`src/rtl/uart_pkg.sv`:
```
// Shared types and constants for the UART receive-side buffer.
package uart_pkg;

  localparam int unsigned UART_DATA_W = 8;
  localparam int unsigned DROP_CNT_W  = 8;

  typedef enum logic [1:0] {
    WAIT = 2'b00,
    CLR  = 2'b01,
    HOLD = 2'b10
  } rx_state_t;

  function automatic logic [DROP_CNT_W-1:0] sat_inc(input logic [DROP_CNT_W-1:0] v);
    return (v == '1) ? v : v + {{(DROP_CNT_W-1){1'b0}}, 1'b1};
  endfunction

endpackage

```
`src/rtl/uart_rx_buffer_sync_fifo.sv`:
```
// First-word-fall-through synchronous FIFO with registered level/full/valid.
module sync_fifo
  import uart_pkg::*;
#(
  parameter int unsigned DEPTH  = 16,
  parameter int unsigned ADDR_W = 4,
  parameter int unsigned DATA_W = UART_DATA_W
) (
  input  logic              clk,
  input  logic              rst_n,
  input  logic              i_wr_en,
  input  logic [DATA_W-1:0] i_wr_data,
  output logic              o_wr_accept,
  input  logic              i_rd_en,
  output logic [DATA_W-1:0] o_rd_data,
  output logic              o_rd_valid,
  output logic              o_full,
  output logic [ADDR_W:0]   o_level
);

  localparam logic [ADDR_W:0] PTR_ONE = {{ADDR_W{1'b0}}, 1'b1};

  logic [DATA_W-1:0] r_mem [DEPTH];
  logic [ADDR_W:0]   r_wr_ptr;
  logic [ADDR_W:0]   r_rd_ptr;
  logic [ADDR_W:0]   r_level;
  logic              r_full;
  logic              r_valid;

  logic              w_push;
  logic              w_pop;
  logic [ADDR_W:0]   w_wr_ptr_nxt;
  logic [ADDR_W:0]   w_rd_ptr_nxt;

  // A full FIFO still accepts a write when a pop frees the head slot on the same edge.
  assign w_pop        = i_rd_en & r_valid;
  assign w_push       = i_wr_en & (~r_full | w_pop);
  assign w_wr_ptr_nxt = w_push ? r_wr_ptr + PTR_ONE : r_wr_ptr;
  assign w_rd_ptr_nxt = w_pop  ? r_rd_ptr + PTR_ONE : r_rd_ptr;

  always_ff @(posedge clk or negedge rst_n) begin
    if (!rst_n) begin
      r_wr_ptr <= '0;
      r_rd_ptr <= '0;
      r_level  <= '0;
      r_full   <= 1'b0;
      r_valid  <= 1'b0;
    end else begin
      r_wr_ptr <= w_wr_ptr_nxt;
      r_rd_ptr <= w_rd_ptr_nxt;
      r_level  <= w_wr_ptr_nxt - w_rd_ptr_nxt;
      r_full   <= (w_wr_ptr_nxt[ADDR_W] != w_rd_ptr_nxt[ADDR_W]) &&
                  (w_wr_ptr_nxt[ADDR_W-1:0] == w_rd_ptr_nxt[ADDR_W-1:0]);
      r_valid  <= (w_wr_ptr_nxt != w_rd_ptr_nxt);
    end
  end

  always_ff @(posedge clk) begin
    if (w_push) begin
      r_mem[r_wr_ptr[ADDR_W-1:0]] <= i_wr_data;
    end
  end

  assign o_wr_accept = w_push;
  assign o_rd_data   = r_mem[r_rd_ptr[ADDR_W-1:0]];
  assign o_rd_valid  = r_valid;
  assign o_full      = r_full;
  assign o_level     = r_level;

endmodule

```
`src/rtl/uart_rx_buffer.sv`:
```
// Captures UART receiver bytes into a FIFO with handshake and sticky overrun.
// Optional dropped-byte counter enabled by defining UART_RX_BUF_DROP_CNT_EN.
module uart_rx_buffer
  import uart_pkg::*;
#(
  parameter int unsigned DEPTH  = 16,
  parameter int unsigned ADDR_W = 4
) (
  input  logic                   clk_50mhz,
  input  logic                   rst_n,
  input  logic                   uart_ready,
  input  logic [UART_DATA_W-1:0] uart_data,
  output logic                   uart_ready_clr,
  input  logic                   rd_en,
  output logic [UART_DATA_W-1:0] rd_data,
  output logic                   rd_valid,
  output logic                   full,
  output logic [ADDR_W:0]        level,
  output logic                   overrun,
  input  logic                   overrun_clr
`ifdef UART_RX_BUF_DROP_CNT_EN
  ,
  output logic [DROP_CNT_W-1:0]  drop_cnt
`endif
);

  rx_state_t r_state;
  rx_state_t w_state_nxt;
  logic      w_capture;
  logic      w_wr_accept;
  logic      w_drop;
  logic      r_ready_clr;
  logic      r_overrun;

  always_ff @(posedge clk_50mhz or negedge rst_n) begin
    if (!rst_n) begin
      r_state <= WAIT;
    end else begin
      r_state <= w_state_nxt;
    end
  end

  always_comb begin
    w_state_nxt = r_state;
    w_capture   = 1'b0;
    case (r_state)
      WAIT: begin
        if (uart_ready) begin
          w_capture   = 1'b1;
          w_state_nxt = CLR;
        end
      end
      CLR:  w_state_nxt = HOLD;
      HOLD: begin
        if (!uart_ready) begin
          w_state_nxt = WAIT;
        end
      end
      default: w_state_nxt = WAIT;
    endcase
  end

  // Acknowledge is flopped from the next state so it is glitch-free and high only while in CLR.
  always_ff @(posedge clk_50mhz or negedge rst_n) begin
    if (!rst_n) begin
      r_ready_clr <= 1'b0;
    end else begin
      r_ready_clr <= (w_state_nxt == CLR);
    end
  end

  sync_fifo #(
    .DEPTH  (DEPTH),
    .ADDR_W (ADDR_W),
    .DATA_W (UART_DATA_W)
  ) u_fifo (
    .clk         (clk_50mhz),
    .rst_n       (rst_n),
    .i_wr_en     (w_capture),
    .i_wr_data   (uart_data),
    .o_wr_accept (w_wr_accept),
    .i_rd_en     (rd_en),
    .o_rd_data   (rd_data),
    .o_rd_valid  (rd_valid),
    .o_full      (full),
    .o_level     (level)
  );

  assign w_drop = w_capture & ~w_wr_accept;

  always_ff @(posedge clk_50mhz or negedge rst_n) begin
    if (!rst_n) begin
      r_overrun <= 1'b0;
    end else if (w_drop) begin
      r_overrun <= 1'b1;
    end else if (overrun_clr) begin
      r_overrun <= 1'b0;
    end
  end

`ifdef UART_RX_BUF_DROP_CNT_EN
  logic [DROP_CNT_W-1:0] r_drop_cnt;

  // A drop coinciding with a clear restarts the count at one.
  always_ff @(posedge clk_50mhz or negedge rst_n) begin
    if (!rst_n) begin
      r_drop_cnt <= '0;
    end else if (w_drop) begin
      r_drop_cnt <= overrun_clr ? {{(DROP_CNT_W-1){1'b0}}, 1'b1} : sat_inc(r_drop_cnt);
    end else if (overrun_clr) begin
      r_drop_cnt <= '0;
    end
  end

  assign drop_cnt = r_drop_cnt;
`endif

  assign uart_ready_clr = r_ready_clr;
  assign overrun        = r_overrun;

endmodule

```
`config.mk`:
```
export PLATFORM = sky130hd
export DESIGN_NAME = uart_rx_buffer
export DESIGN_NICKNAME = d
export VERILOG_FILES = /design/src/rtl/uart_pkg.sv /design/src/rtl/uart_rx_buffer_sync_fifo.sv /design/src/rtl/uart_rx_buffer.sv
export SDC_FILE = /design/constraint.sdc
export NUM_CORES = 1
export LEC_CHECK = 0
export BUFFER_PORTS_ARGS = -buffer_cell sky130_fd_sc_hd__buf_4
export CAP_MARGIN = 40
export CORE_ASPECT_RATIO = 0.5
export CORE_MARGIN = 2
export CORE_UTILIZATION = 39
export CTS_BUF_LIST = sky130_fd_sc_hd__clkbuf_4 sky130_fd_sc_hd__clkbuf_8
export DETAILED_ROUTE_END_ITERATION = 8
export GPL_ROUTABILITY_DRIVEN = 0
export PLACE_DENSITY = 0.53
export SLEW_MARGIN = 10
export SYNTH_ARGS = -nofsm -noshare
export SYNTH_HDL_FRONTEND = slang
export SYNTH_SLANG_ARGS = --single-unit
```
`constraint.sdc`:
```
create_clock -name clk_50mhz -period 3.37 [get_ports clk_50mhz]
set_clock_uncertainty 0.15 [all_clocks]
set_input_delay 0.5055 -clock clk_50mhz [delete_from_list [all_inputs] [get_ports clk_50mhz]]
set_output_delay 0.5055 -clock clk_50mhz [all_outputs]
set_load 0.02 [all_outputs]
```
==> impl_metrics.xml, run 1 <==
<?xml version="1.0" encoding="UTF-8"?>
<metrics>
  <group name="critical_path">
    <metric name="element_type_at_the_critical_path_end" unit="">output port</metric>
    <metric name="slowest_stage" unit="">sky130_fd_sc_hd__dfrtp_1</metric>
    <metric name="maximum_fanout_count_along_the_critical_path" unit="">15</metric>
    <metric name="timing.critical_path.cells" unit="">mux4_2 &gt; nor2b_1 &gt; a211oi_1 &gt; a21oi_1 &gt; buf_4</metric>
    <metric name="timing.critical_path.required" unit="ns">2.71</metric>
    <metric name="worst_ep_arrival_time" unit="ns">2.58</metric>
    <metric name="reg2reg_slack" unit="ns">0.55</metric>
    <metric name="timing.critical_path.from_type" unit="">flip-flop</metric>
    <metric name="worstSetupPathType" unit="">reg -&gt; out</metric>
    <metric name="critical_path.max_stage_delay" unit="ns">0.85</metric>
  </group>
  <group name="clock_network">
    <metric name="cts-root-to-sink-buffers" unit="">2</metric>
    <metric name="h_tree_levels" unit="">4</metric>
    <metric name="numClockSinks" unit="">149</metric>
    <metric name="clk_root_buf" unit="">sky130_fd_sc_hd__clkbuf_8</metric>
    <metric name="clk_pin_slew" unit="ns">0.08</metric>
    <metric name="cts_buffers" unit="">17</metric>
    <metric name="worstSkewPairLatency" unit="ns">0.43</metric>
    <metric name="clock_tree_from_tritoncts" unit="">yes</metric>
  </group>
  <group name="global_route">
    <metric name="overflow_left_after_global_routing" unit="">0</metric>
    <metric name="grt_met3_usage" unit="%">3.60</metric>
    <metric name="grtUsageMet1" unit="%">21.7</metric>
    <metric name="grt_start_max_net_pins" unit="">35</metric>
    <metric name="vias_in_the_first_global_route" unit="">3089</metric>
    <metric name="busiest_layer" unit="">met2</metric>
    <metric name="global_route.usage.total" unit="%">16.2</metric>
    <metric name="grt_antenna_before_repair" unit="">0</metric>
    <metric name="globalRouteMet2Util" unit="%">26.9</metric>
    <metric name="grt_first_pass_wirelength" unit="mm">18.8</metric>
  </group>
  <group name="power_and_ir_drop">
    <metric name="leakage" unit="nW">2.35</metric>
    <metric name="peakVddDrop" unit="V">0.000623</metric>
    <metric name="power_density" unit="nW/um^2">860</metric>
    <metric name="post-layout-total-power" unit="mW">5.90</metric>
  </group>
  <group name="floorplanning">
    <metric name="starting_utilization_of_the_core_area" unit="%">40.6</metric>
    <metric name="num_rows" unit="">31</metric>
    <metric name="die_x" unit="um">179</metric>
    <metric name="die_area" unit="um^2">16400</metric>
    <metric name="boundaryPins" unit="">30</metric>
    <metric name="design.core.area" unit="um^2">14700</metric>
    <metric name="floorplan.die.height" unit="um">91.6</metric>
  </group>
  <group name="finish">
    <metric name="layout-area-overhead-vs-synth" unit="%">14.8</metric>
    <metric name="share_of_cells_above_drive_strength_1" unit="%">30.8</metric>
    <metric name="most_frequent_cells_in_the_layout" unit="">sky130_fd_sc_hd__edfxtp_1, sky130_fd_sc_hd__buf_4, sky130_fd_sc_hd__mux4_2</metric>
    <metric name="final_nets" unit="">383</metric>
    <metric name="n_antenna_cell" unit="">0</metric>
    <metric name="most_common_cell_after_layout_fill_and_taps_aside" unit="">sky130_fd_sc_hd__edfxtp_1</metric>
    <metric name="post_layout_nonfiller_instances" unit="">571</metric>
  </group>
  <group name="logic_synthesis">
    <metric name="post_synth_main_area_contributors" unit="">sky130_fd_sc_hd__edfxtp_1, sky130_fd_sc_hd__mux4_2, sky130_fd_sc_hd__dfrtp_1</metric>
    <metric name="synth_area_per_cell" unit="um^2">19.3</metric>
    <metric name="ys_async_sr_fraction" unit="%">14.1</metric>
    <metric name="synth_cell_types" unit="">33</metric>
    <metric name="synth.yosys.seq_area_share" unit="%">73.0</metric>
    <metric name="synth-edff-count" unit="">128</metric>
    <metric name="netlist_instances" unit="">310</metric>
    <metric name="synth_top_area_share" unit="%">64.3</metric>
    <metric name="synthesis.area" unit="um^2">5980</metric>
    <metric name="synth-main-ff-cell" unit="">sky130_fd_sc_hd__edfxtp_1</metric>
    <metric name="synth.ff_latch_count" unit="">149</metric>
    <metric name="postSynthNetCount" unit="">332</metric>
    <metric name="yosys.area.top_type" unit="">sky130_fd_sc_hd__edfxtp_1</metric>
    <metric name="synth_warnings" unit="">0</metric>
  </group>
  <group name="timing">
    <metric name="period_needed" unit="ns">3.24</metric>
    <metric name="setup_tns" unit="ns">0</metric>
    <metric name="worst_pin_slew" unit="ns">0.787</metric>
    <metric name="hold_violations" unit="">0</metric>
    <metric name="final.period_utilization" unit="%">96.1</metric>
    <metric name="report.final.setup_viol" unit="">0</metric>
    <metric name="final_report_max_slew_violation_count" unit="">0</metric>
    <metric name="fmax" unit="MHz">309</metric>
    <metric name="rsz0062_at_grt" unit="">no</metric>
    <metric name="relSlewSlack" unit="%">47.3</metric>
  </group>
  <group name="detailed_routing">
    <metric name="route.detailed.wl_per_inst" unit="um">21.3</metric>
    <metric name="wl" unit="mm">12.1</metric>
    <metric name="vias" unit="">2903</metric>
    <metric name="drt-vias-per-instance" unit="">5.08</metric>
    <metric name="firstDrtPassIters" unit="">5</metric>
    <metric name="drc_errors" unit="">0</metric>
    <metric name="ant_nets" unit="">0</metric>
    <metric name="initial_drt_markers" unit="">170</metric>
  </group>
  <group name="placement">
    <metric name="dp_hpwl" unit="mm">7.89</metric>
    <metric name="dp_cells" unit="">539</metric>
    <metric name="io_buffers" unit="">29</metric>
  </group>
  <group name="run">
    <metric name="maxCapViolCount" unit="">0</metric>
  </group>
  <group name="status">
    <metric name="status" unit="">completed</metric>
  </group>
  <group name="hold_path">
    <metric name="holdCritPathClass" unit="">in -&gt; reg</metric>
  </group>
</metrics>
state kept, by name, summed over array words and instances, names as in the netlist:
signal,flops
overrun,1
r_state,2
u_fifo.o_full,1
u_fifo.o_level,5
u_fifo.o_rd_valid,1
u_fifo.r_mem,128
u_fifo.r_rd_ptr,5
u_fifo.r_wr_ptr,5
uart_ready_clr,1
final cells by class:
class                      count  area (um^2)
clock buffer                  18          241
clock inverter                13          113
fill                        1250         7870
inverter                      13         48.8
multi-input combinational    133         1460
sequential                   149         4370
tap                          198          248
timing repair buffer          47          380
repair_timing:
| item | CTS | global route |
|---|---|---|
| setup buffers | 0 | 0 |
| endpoints found under the hold margin | 21 | 0 |
| setup endpoints to repair | 0 | 4 |
| hold buffers | 1 | 0 |
| gates resized for setup | 0 | 1 |
cells in the mapped netlist, types with 2 or more instances:
library cell	number
sky130_fd_sc_hd__a211oi_1	8
sky130_fd_sc_hd__a21oi_1	10
sky130_fd_sc_hd__and3_1	2
sky130_fd_sc_hd__buf_2	3
sky130_fd_sc_hd__clkbuf_1	8
sky130_fd_sc_hd__dfrtp_1	21
sky130_fd_sc_hd__edfxtp_1	128
sky130_fd_sc_hd__ha_1	8
sky130_fd_sc_hd__inv_1	13
sky130_fd_sc_hd__mux2i_1	8
sky130_fd_sc_hd__mux4_2	32
sky130_fd_sc_hd__nand2_1	8
sky130_fd_sc_hd__nand2b_1	2
sky130_fd_sc_hd__nand3_1	6
sky130_fd_sc_hd__nor2_1	12
sky130_fd_sc_hd__nor2b_1	8
sky130_fd_sc_hd__nor3_1	5
sky130_fd_sc_hd__o21ai_0	3
sky130_fd_sc_hd__xnor2_1	10
sky130_fd_sc_hd__xor2_1	2
power by group:
group | switching (mW) | internal [mW] | total (mW)
Clock | 0.670 | 0.582 | 1.25
Combinational | 1.15 | 1.03 | 2.18
Sequential | 0.229 | 2.24 | 2.47
critical path, delay by kind of cell (launching register included):
kind | cells | cell delay [ns]
AOI/OAI and AO/OA | 2 | 0.53
buffers and inverters | 1 | 0.20
DFF | 1 | 0.85
muxes | 1 | 0.40
and+or+nand+nor | 1 | 0.16
per-layer routing:
metal  vias up  share of wire [%]
met5         -                  0
met4         0               0.49
met3        10                6.1
met2        73                 51
met1      1507                 43
li1       1313                  -
cells by family after synthesis:
logic type | synth area share [%]
fa+ha+maj | 2.18
mux | 13.6
compound gates | 2.53
xor+xnor | 2.03
buf+inv | 2.53
flops | 73.0
simple gates | 4.12
final timing paths:
kind / from / end / depth (start not counted)
max: u_fifo.r_rd_ptr[2] / rd_data[1] / 5
min: overrun_clr / overrun / 2
max reg2reg: r_state[1] / u_fifo.o_level[4] / 8
min reg2reg: u_fifo.r_rd_ptr[4] / u_fifo.r_rd_ptr[4] / 1
max in group asynchronous: rst_n / u_fifo.r_rd_ptr[0] / 2
min in group asynchronous: rst_n / r_state[0] / 2
metrics by stage:
step | hold WS [ns] | util [%] | setup WS, ns | cell area, um^2
after floorplan | 0.0599 | - | 0.670 | 5980
after global placement | 0.249 | 44.1 | 0.434 | 6500
after detailed placement | 0.254 | 44.1 | 0.371 | 6500
after CTS | 0.0842 | 46.6 | 0.0310 | 6860
after global routing | 0.106 | 46.6 | 0.0157 | 6870
final | 0.111 | 46.6 | 0.133 | 6870
Power figures use the tool's default switching activity.
==> run 2: changes to the inputs <==
--- a/config.mk
+++ b/config.mk
@@ -10,7 +10,7 @@
 export CORE_ASPECT_RATIO = 0.5
 export CORE_MARGIN = 2
 export CORE_UTILIZATION = 39
-export CTS_BUF_LIST = sky130_fd_sc_hd__clkbuf_4 sky130_fd_sc_hd__clkbuf_8
+export CTS_BUF_LIST = sky130_fd_sc_hd__clkbuf_8 sky130_fd_sc_hd__clkbuf_16
 export DETAILED_ROUTE_END_ITERATION = 8
 export GPL_ROUTABILITY_DRIVEN = 0
 export PLACE_DENSITY = 0.53
==> impl_metrics.xml, run 2 (synthesis gave the netlist of run 1 again) <==
<?xml version="1.0" encoding="UTF-8"?>
<metrics>
  <group name="critical_path">
    <metric name="slowest_stage" unit="">sky130_fd_sc_hd__dfrtp_1</metric>
    <metric name="critical_path.max_stage_delay" unit="ns">0.84</metric>
    <metric name="timing.critical_path.from_type" unit="">flip-flop</metric>
    <metric name="rr_startpoint" unit="">r_state[0]</metric>
    <metric name="element_type_at_the_critical_path_end" unit="">output port</metric>
    <metric name="critical_path.n_buffers_inverters" unit="">1</metric>
    <metric name="reg2reg_slack" unit="ns">0.55</metric>
    <metric name="timing.critical_path.cells" unit="">mux4_2 &gt; nor2b_1 &gt; a211oi_1 &gt; a21oi_1 &gt; buf_4</metric>
    <metric name="reg2regPathDepth" unit="">8</metric>
    <metric name="worstSetupPathType" unit="">reg -&gt; out</metric>
    <metric name="critical_path.top_delay_family" unit="">flip-flops</metric>
    <metric name="timing.critical_path.required" unit="ns">2.71</metric>
    <metric name="maximum_fanout_count_along_the_critical_path" unit="">15</metric>
    <metric name="worst_ep_arrival_time" unit="ns">2.56</metric>
    <metric name="critical_path.reg2reg.endpoint" unit="">u_fifo.o_level[4]</metric>
  </group>
  <group name="floorplanning">
    <metric name="starting_utilization_of_the_core_area" unit="%">40.6</metric>
    <metric name="die_x" unit="um">179</metric>
    <metric name="boundaryPins" unit="">30</metric>
    <metric name="design.core.area" unit="um^2">14700</metric>
    <metric name="floorplan.die.height" unit="um">91.6</metric>
    <metric name="num_rows" unit="">31</metric>
    <metric name="die_area" unit="um^2">16400</metric>
  </group>
  <group name="placement">
    <metric name="dp_hpwl" unit="mm">7.89</metric>
    <metric name="detailedPlace.worstSlack" unit="ns">0.371</metric>
    <metric name="io_buffers" unit="">29</metric>
  </group>
  <group name="timing">
    <metric name="postLayoutSetupSlackWorst" unit="ns">0.157</metric>
    <metric name="period_needed" unit="ns">3.21</metric>
    <metric name="setup_tns" unit="ns">0</metric>
    <metric name="whs" unit="ns">0.123</metric>
    <metric name="fmax" unit="MHz">311</metric>
    <metric name="worst_pin_slew" unit="ns">0.803</metric>
    <metric name="hold_violations" unit="">0</metric>
    <metric name="final_report_max_slew_violation_count" unit="">0</metric>
    <metric name="final.period_utilization" unit="%">95.3</metric>
    <metric name="report.final.setup_viol" unit="">0</metric>
    <metric name="relSlewSlack" unit="%">46.2</metric>
    <metric name="rsz0062_at_grt" unit="">no</metric>
  </group>
  <group name="global_route">
    <metric name="vias_in_the_first_global_route" unit="">3085</metric>
    <metric name="grt_first_pass_wirelength" unit="mm">18.9</metric>
    <metric name="overflow_left_after_global_routing" unit="">0</metric>
    <metric name="global_route.usage.total" unit="%">16.4</metric>
    <metric name="grt_antenna_before_repair" unit="">0</metric>
    <metric name="grt_start_max_net_pins" unit="">35</metric>
  </group>
  <group name="clock_network">
    <metric name="cts_buffers" unit="">17</metric>
    <metric name="worstSkewPairLatency" unit="ns">0.42</metric>
    <metric name="h_tree_levels" unit="">4</metric>
    <metric name="numClockSinks" unit="">149</metric>
    <metric name="cts-root-to-sink-buffers" unit="">2</metric>
    <metric name="clk_root_buf" unit="">sky130_fd_sc_hd__clkbuf_16</metric>
    <metric name="clock_tree_from_tritoncts" unit="">yes</metric>
    <metric name="clk_pin_slew" unit="ns">0.06</metric>
  </group>
  <group name="finish">
    <metric name="n_antenna_cell" unit="">0</metric>
    <metric name="number_of_flip_flops_in_the_largest_register" unit="">128</metric>
    <metric name="share_of_cells_above_drive_strength_1" unit="%">30.6</metric>
    <metric name="final_nets" unit="">383</metric>
    <metric name="layout.filler_cells" unit="">1227</metric>
    <metric name="layout-area-overhead-vs-synth" unit="%">17.9</metric>
    <metric name="most_common_cell_after_layout_fill_and_taps_aside" unit="">sky130_fd_sc_hd__edfxtp_1</metric>
    <metric name="most_frequent_cells_in_the_layout" unit="">sky130_fd_sc_hd__edfxtp_1, sky130_fd_sc_hd__buf_4, sky130_fd_sc_hd__mux4_2</metric>
  </group>
  <group name="hold_path">
    <metric name="holdCritStartpoint" unit="">overrun_clr</metric>
    <metric name="hold-path-endpoint" unit="">overrun</metric>
    <metric name="holdCritPathClass" unit="">in -&gt; reg</metric>
    <metric name="worstHoldPathCells" unit="">2</metric>
  </group>
  <group name="detailed_routing">
    <metric name="drc_errors" unit="">0</metric>
    <metric name="wl" unit="mm">12.2</metric>
    <metric name="firstDrtPassIters" unit="">4</metric>
    <metric name="ant_nets" unit="">0</metric>
    <metric name="route.detailed.wl_per_inst" unit="um">21.3</metric>
    <metric name="drt-vias-per-instance" unit="">5.10</metric>
    <metric name="initial_drt_markers" unit="">175</metric>
    <metric name="vias" unit="">2910</metric>
  </group>
  <group name="power_and_ir_drop">
    <metric name="power.sequential.fraction" unit="%">38.8</metric>
    <metric name="internal_power" unit="mW">4.28</metric>
    <metric name="portion_of_total_power_attributed_to_combinational_logic" unit="%">34.1</metric>
    <metric name="post-layout-total-power" unit="mW">6.39</metric>
    <metric name="power_density" unit="nW/um^2">906</metric>
    <metric name="sw_frac_of_total" unit="%">33.0</metric>
    <metric name="peakVddDrop" unit="V">0.000623</metric>
    <metric name="power_frac_clock" unit="%">27.2</metric>
    <metric name="leakage" unit="nW">2.44</metric>
    <metric name="power_switching" unit="mW">2.11</metric>
  </group>
  <group name="run">
    <metric name="maxCapViolCount" unit="">0</metric>
  </group>
  <group name="status">
    <metric name="status" unit="">completed</metric>
  </group>
</metrics>
run 2: what timing repair did:
| item | CTS | global route |
|---|---|---|
| gates resized for setup | 0 | 1 |
| endpoints found under the setup margin | 0 | 2 |
| hold endpoints to repair | 21 | 0 |
| buffers inserted | 0 | 0 |
| hold buffers | 1 | 0 |
run 2: worst reg2reg max path, stage by stage, from the launching register on:
cell and delay (ns):
sky130_fd_sc_hd__dfrtp_1 0.38, sky130_fd_sc_hd__or3b_4 0.44, sky130_fd_sc_hd__nor2_1 0.36, sky130_fd_sc_hd__nand2_1 0.20, sky130_fd_sc_hd__xnor2_1 0.21, sky130_fd_sc_hd__ha_1 0.36
sky130_fd_sc_hd__a21oi_1 0.09, sky130_fd_sc_hd__maj3_1 0.37, sky130_fd_sc_hd__xnor2_1 0.13
run 2: routing by layer:
layer / wire [um] / up-vias / part of all wire, % / global-route usage, %
met3: 837 / 11 / 6.9 / 3.35
met1: 5130 / 1501 / 42 / 21.9
met2: 6110 / 81 / 50 / 26.8
li1: - / 1317 / - / -
met5: 0 / - / 0 / 0
met4: 104 / 0 / 0.85 / 5.85
run 2: final cells by class:
class / instances / area, um^2 / share of cell area [%]
Tap cell: 198 / 248 / 3.51
Multi-Input combinational cell: 133 / 1460 / 20.7
Clock buffer: 17 / 425 / 6.03
Clock inverter: 14 / 116 / 1.65
Inverter: 13 / 48.8 / 0.692
Sequential cell: 149 / 4370 / 62.0
Timing Repair Buffer: 47 / 380 / 5.39
run 2: power by group through the flow:
stage               Sequential (mW)  Clock, mW  Combinational (mW)
global placement               2.50          0                2.19
CTS                            2.48       1.76                2.23
finish                         2.48       1.73                2.18
floorplan                      2.41          0                1.60
global route                   2.51       1.84                2.39
detailed placement             2.52          0                2.22
run 2: through the flow:
stage / instances / util (%) / instance area, um^2
5_1_grt: 571 / 47.9 / 7050
4_1_cts: 571 / 47.8 / 7050
6_report: 571 / 47.9 / 7050
3_3_place_gp: 539 / 44.1 / 6500
2_1_floorplan: 310 / - / 5980
3_5_place_dp: 539 / 44.1 / 6500
run 2: how the worst max path moves through the flow:
stage,start,end,slack (ns),cells past startpoint
CTS,u_fifo.r_rd_ptr[0],rd_data[2],0.06,6
global route,u_fifo.r_rd_ptr[2],rd_data[1],0.04,5
global placement,uart_ready,u_fifo.o_level[4],0.43,9
detailed placement,uart_ready,u_fifo.o_level[4],0.37,9
floorplan,uart_ready,u_fifo.o_level[4],0.67,8
finish,u_fifo.r_rd_ptr[2],rd_data[1],0.16,5
==> run 3: changes to the inputs <==
==> constraint.sdc (replaced) <==
create_clock -name clk_50mhz -period 3.37 [get_ports clk_50mhz]
set_clock_uncertainty 0.15 [all_clocks]
set_input_delay 0.1685 -clock clk_50mhz [delete_from_list [all_inputs] [get_ports clk_50mhz]]
set_output_delay 0.1685 -clock clk_50mhz [all_outputs]
set_load 0.02 [all_outputs]
==> impl_metrics.xml, run 3 (synthesis gave the netlist of run 1 again) <==
<?xml version="1.0" encoding="UTF-8"?>
<metrics>
  <group name="status">
    <metric name="status" unit="">completed</metric>
  </group>
  <group name="finish">
    <metric name="layout.filler_cells" unit="">1231</metric>
    <metric name="most_frequent_cells_in_the_layout" unit="">sky130_fd_sc_hd__edfxtp_1, sky130_fd_sc_hd__buf_4, sky130_fd_sc_hd__mux4_2</metric>
    <metric name="most_common_cell_after_layout_fill_and_taps_aside" unit="">sky130_fd_sc_hd__edfxtp_1</metric>
    <metric name="number_of_flip_flops_in_the_largest_register" unit="">128</metric>
    <metric name="n_antenna_cell" unit="">0</metric>
    <metric name="share_of_cells_above_drive_strength_1" unit="%">30.0</metric>
    <metric name="finish.instance_area" unit="um^2">7220</metric>
    <metric name="final_nets" unit="">396</metric>
    <metric name="layout-area-overhead-vs-synth" unit="%">20.6</metric>
  </group>
  <group name="hold_path">
    <metric name="holdCritPathClass" unit="">in -&gt; async</metric>
  </group>
  <group name="timing">
    <metric name="rsz0062_at_grt" unit="">no</metric>
    <metric name="relSlewSlack" unit="%">44.3</metric>
    <metric name="period_needed" unit="ns">2.96</metric>
    <metric name="fmax" unit="MHz">338</metric>
    <metric name="report.final.setup_viol" unit="">0</metric>
    <metric name="setup_tns" unit="ns">0</metric>
    <metric name="worst_pin_slew" unit="ns">0.835</metric>
    <metric name="final_report_max_slew_violation_count" unit="">0</metric>
    <metric name="hold_violations" unit="">0</metric>
    <metric name="final.period_utilization" unit="%">87.8</metric>
  </group>
  <group name="floorplanning">
    <metric name="num_rows" unit="">31</metric>
    <metric name="design.core.area" unit="um^2">14700</metric>
    <metric name="die_x" unit="um">179</metric>
    <metric name="die_area" unit="um^2">16400</metric>
    <metric name="floorplan.die.height" unit="um">91.6</metric>
    <metric name="boundaryPins" unit="">30</metric>
    <metric name="starting_utilization_of_the_core_area" unit="%">40.6</metric>
  </group>
  <group name="critical_path">
    <metric name="reg2reg_slack" unit="ns">0.58</metric>
    <metric name="worst_ep_arrival_time" unit="ns">2.64</metric>
    <metric name="worstSetupPathType" unit="">reg -&gt; out</metric>
    <metric name="timing.critical_path.required" unit="ns">3.05</metric>
    <metric name="timing.critical_path.to" unit="">rd_data[6]</metric>
    <metric name="critical_path.reg2reg.endpoint" unit="">u_fifo.o_level[4]</metric>
    <metric name="reg2regPathDepth" unit="">8</metric>
    <metric name="maximum_fanout_count_along_the_critical_path" unit="">18</metric>
    <metric name="rr_startpoint" unit="">r_state[0]</metric>
    <metric name="timing.critical_path.from_type" unit="">flip-flop</metric>
    <metric name="worstSetupStartpoint" unit="">u_fifo.r_rd_ptr[0]</metric>
    <metric name="element_type_at_the_critical_path_end" unit="">output port</metric>
  </group>
  <group name="placement">
    <metric name="dp_hpwl" unit="mm">7.73</metric>
    <metric name="detailed_place.area" unit="um^2">6480</metric>
    <metric name="io_buffers" unit="">29</metric>
  </group>
  <group name="power_and_ir_drop">
    <metric name="power_frac_clock" unit="%">29.4</metric>
    <metric name="power_switching" unit="mW">2.11</metric>
    <metric name="internal_power" unit="mW">4.41</metric>
    <metric name="leakage" unit="nW">2.52</metric>
    <metric name="peakVddDrop" unit="V">0.000625</metric>
    <metric name="portion_of_total_power_attributed_to_combinational_logic" unit="%">32.6</metric>
    <metric name="power.sequential.fraction" unit="%">38.0</metric>
    <metric name="sw_frac_of_total" unit="%">32.4</metric>
    <metric name="power_density" unit="nW/um^2">904</metric>
  </group>
  <group name="clock_network">
    <metric name="worstSkewPairLatency" unit="ns">0.41</metric>
    <metric name="numClockSinks" unit="">149</metric>
    <metric name="clock_tree_from_tritoncts" unit="">yes</metric>
    <metric name="clk_root_buf" unit="">sky130_fd_sc_hd__clkbuf_16</metric>
    <metric name="h_tree_levels" unit="">4</metric>
    <metric name="cts_setup_buffers" unit="">0</metric>
    <metric name="cts-root-to-sink-buffers" unit="">2</metric>
    <metric name="cts_buffers" unit="">17</metric>
    <metric name="clk_pin_slew" unit="ns">0.06</metric>
  </group>
  <group name="detailed_routing">
    <metric name="initial_drt_markers" unit="">143</metric>
    <metric name="drc_errors" unit="">0</metric>
    <metric name="firstDrtPassIters" unit="">4</metric>
    <metric name="route.detailed.wl_per_inst" unit="um">20.3</metric>
    <metric name="vias" unit="">2944</metric>
    <metric name="ant_nets" unit="">0</metric>
    <metric name="drt-vias-per-instance" unit="">5.03</metric>
    <metric name="wl" unit="mm">11.9</metric>
  </group>
  <group name="global_route">
    <metric name="global_route.usage.total" unit="%">16.1</metric>
    <metric name="grt_antenna_before_repair" unit="">0</metric>
    <metric name="grt_first_pass_wirelength" unit="mm">18.5</metric>
    <metric name="grt_start_max_net_pins" unit="">35</metric>
    <metric name="overflow_left_after_global_routing" unit="">0</metric>
    <metric name="vias_in_the_first_global_route" unit="">3187</metric>
  </group>
  <group name="run">
    <metric name="maxCapViolCount" unit="">0</metric>
  </group>
</metrics>
==> run 3: cell types whose count changed in the layout (fill, tap and decap cells not counted), sizes merged <==
cell,change
dlygate4sd3,+12
bufinv,+2
clkinv,-2
inv,+2
buf,+1
clkinvlp,-1
==> run 3: per-layer routing <==
layer	vias to the layer above	GRT usage, %	wire [um]
met1	1528	21.6	5380
met5	-	0	0
li1	1344	-	-
met4	0	5.11	41
met2	68	25.8	5800
met3	4	4.19	676
==> run 3: how the worst min path moves through the flow <==
stage               startpoint  slack, ns  cells after the start            endpoint
floorplan                rst_n      -0.28                      0             overrun
global placement         rst_n      -0.09                      1  u_fifo.r_wr_ptr[3]
detailed placement       rst_n      -0.08                      1   u_fifo.o_rd_valid
CTS                      rst_n      0.008                      2             overrun
global route             rst_n       0.05                      2   u_fifo.o_level[4]
finish                   rst_n       0.02                      2             overrun
==> run 3: worst max-delay path, cell delays in order (launching register included) <==
cell and delay (ns):
sky130_fd_sc_hd__dfrtp_2 0.61, sky130_fd_sc_hd__buf_4 0.43, sky130_fd_sc_hd__mux4_2 0.56, sky130_fd_sc_hd__a211oi_1 0.29
sky130_fd_sc_hd__a21oi_1 0.11, sky130_fd_sc_hd__buf_4 0.22
==> run 3: cell type report <==
type / instances / area [um^2] / share of cell area [%]
sequential: 149 / 4370 / 60.6
multi-input combinational: 133 / 1460 / 20.2
timing repair buffer: 60 / 483 / 6.69
clock buffer: 17 / 425 / 5.89
tap: 198 / 248 / 3.43
clock inverter: 15 / 180 / 2.50
inverter: 13 / 48.8 / 0.676
==> run 3: what timing repair did <==
| item | in CTS | in global routing |
|---|---|---|
| resized for setup | 0 | 0 |
| endpoints found under the hold margin | 153 | 0 |
| hold buffers | 13 | 0 |
==> run 3: power by group through the flow <==
stage               sequential, mW  clock, mW  combinational (mW)
finish                        2.48       1.92                2.13
global route                  2.52       2.04                2.34
CTS                           2.48       1.96                2.18
detailed placement            2.52          0                2.15
global placement              2.50          0                2.14
floorplan                     2.41          0                1.60
==> run 3: per-stage QoR <==
| stage | worst slack [ns] | total power, mW | utilization (%) | hold WS (ns) | std cells |
|---|---|---|---|---|---|
| final | 0.410 | 6.52 | 49.0 | 0.0182 | 585 |
| after global routing | 0.185 | 6.90 | 49.0 | 0.0460 | 585 |
| after CTS | 0.313 | 6.62 | 49.0 | 0.00757 | 585 |
| after detailed placement | 0.599 | 4.67 | 44.0 | -0.0831 | 540 |
| after global placement | 0.654 | 4.64 | 44.0 | -0.0889 | 540 |
| after floorplan | 0.792 | 4.01 | - | -0.277 | 310 |
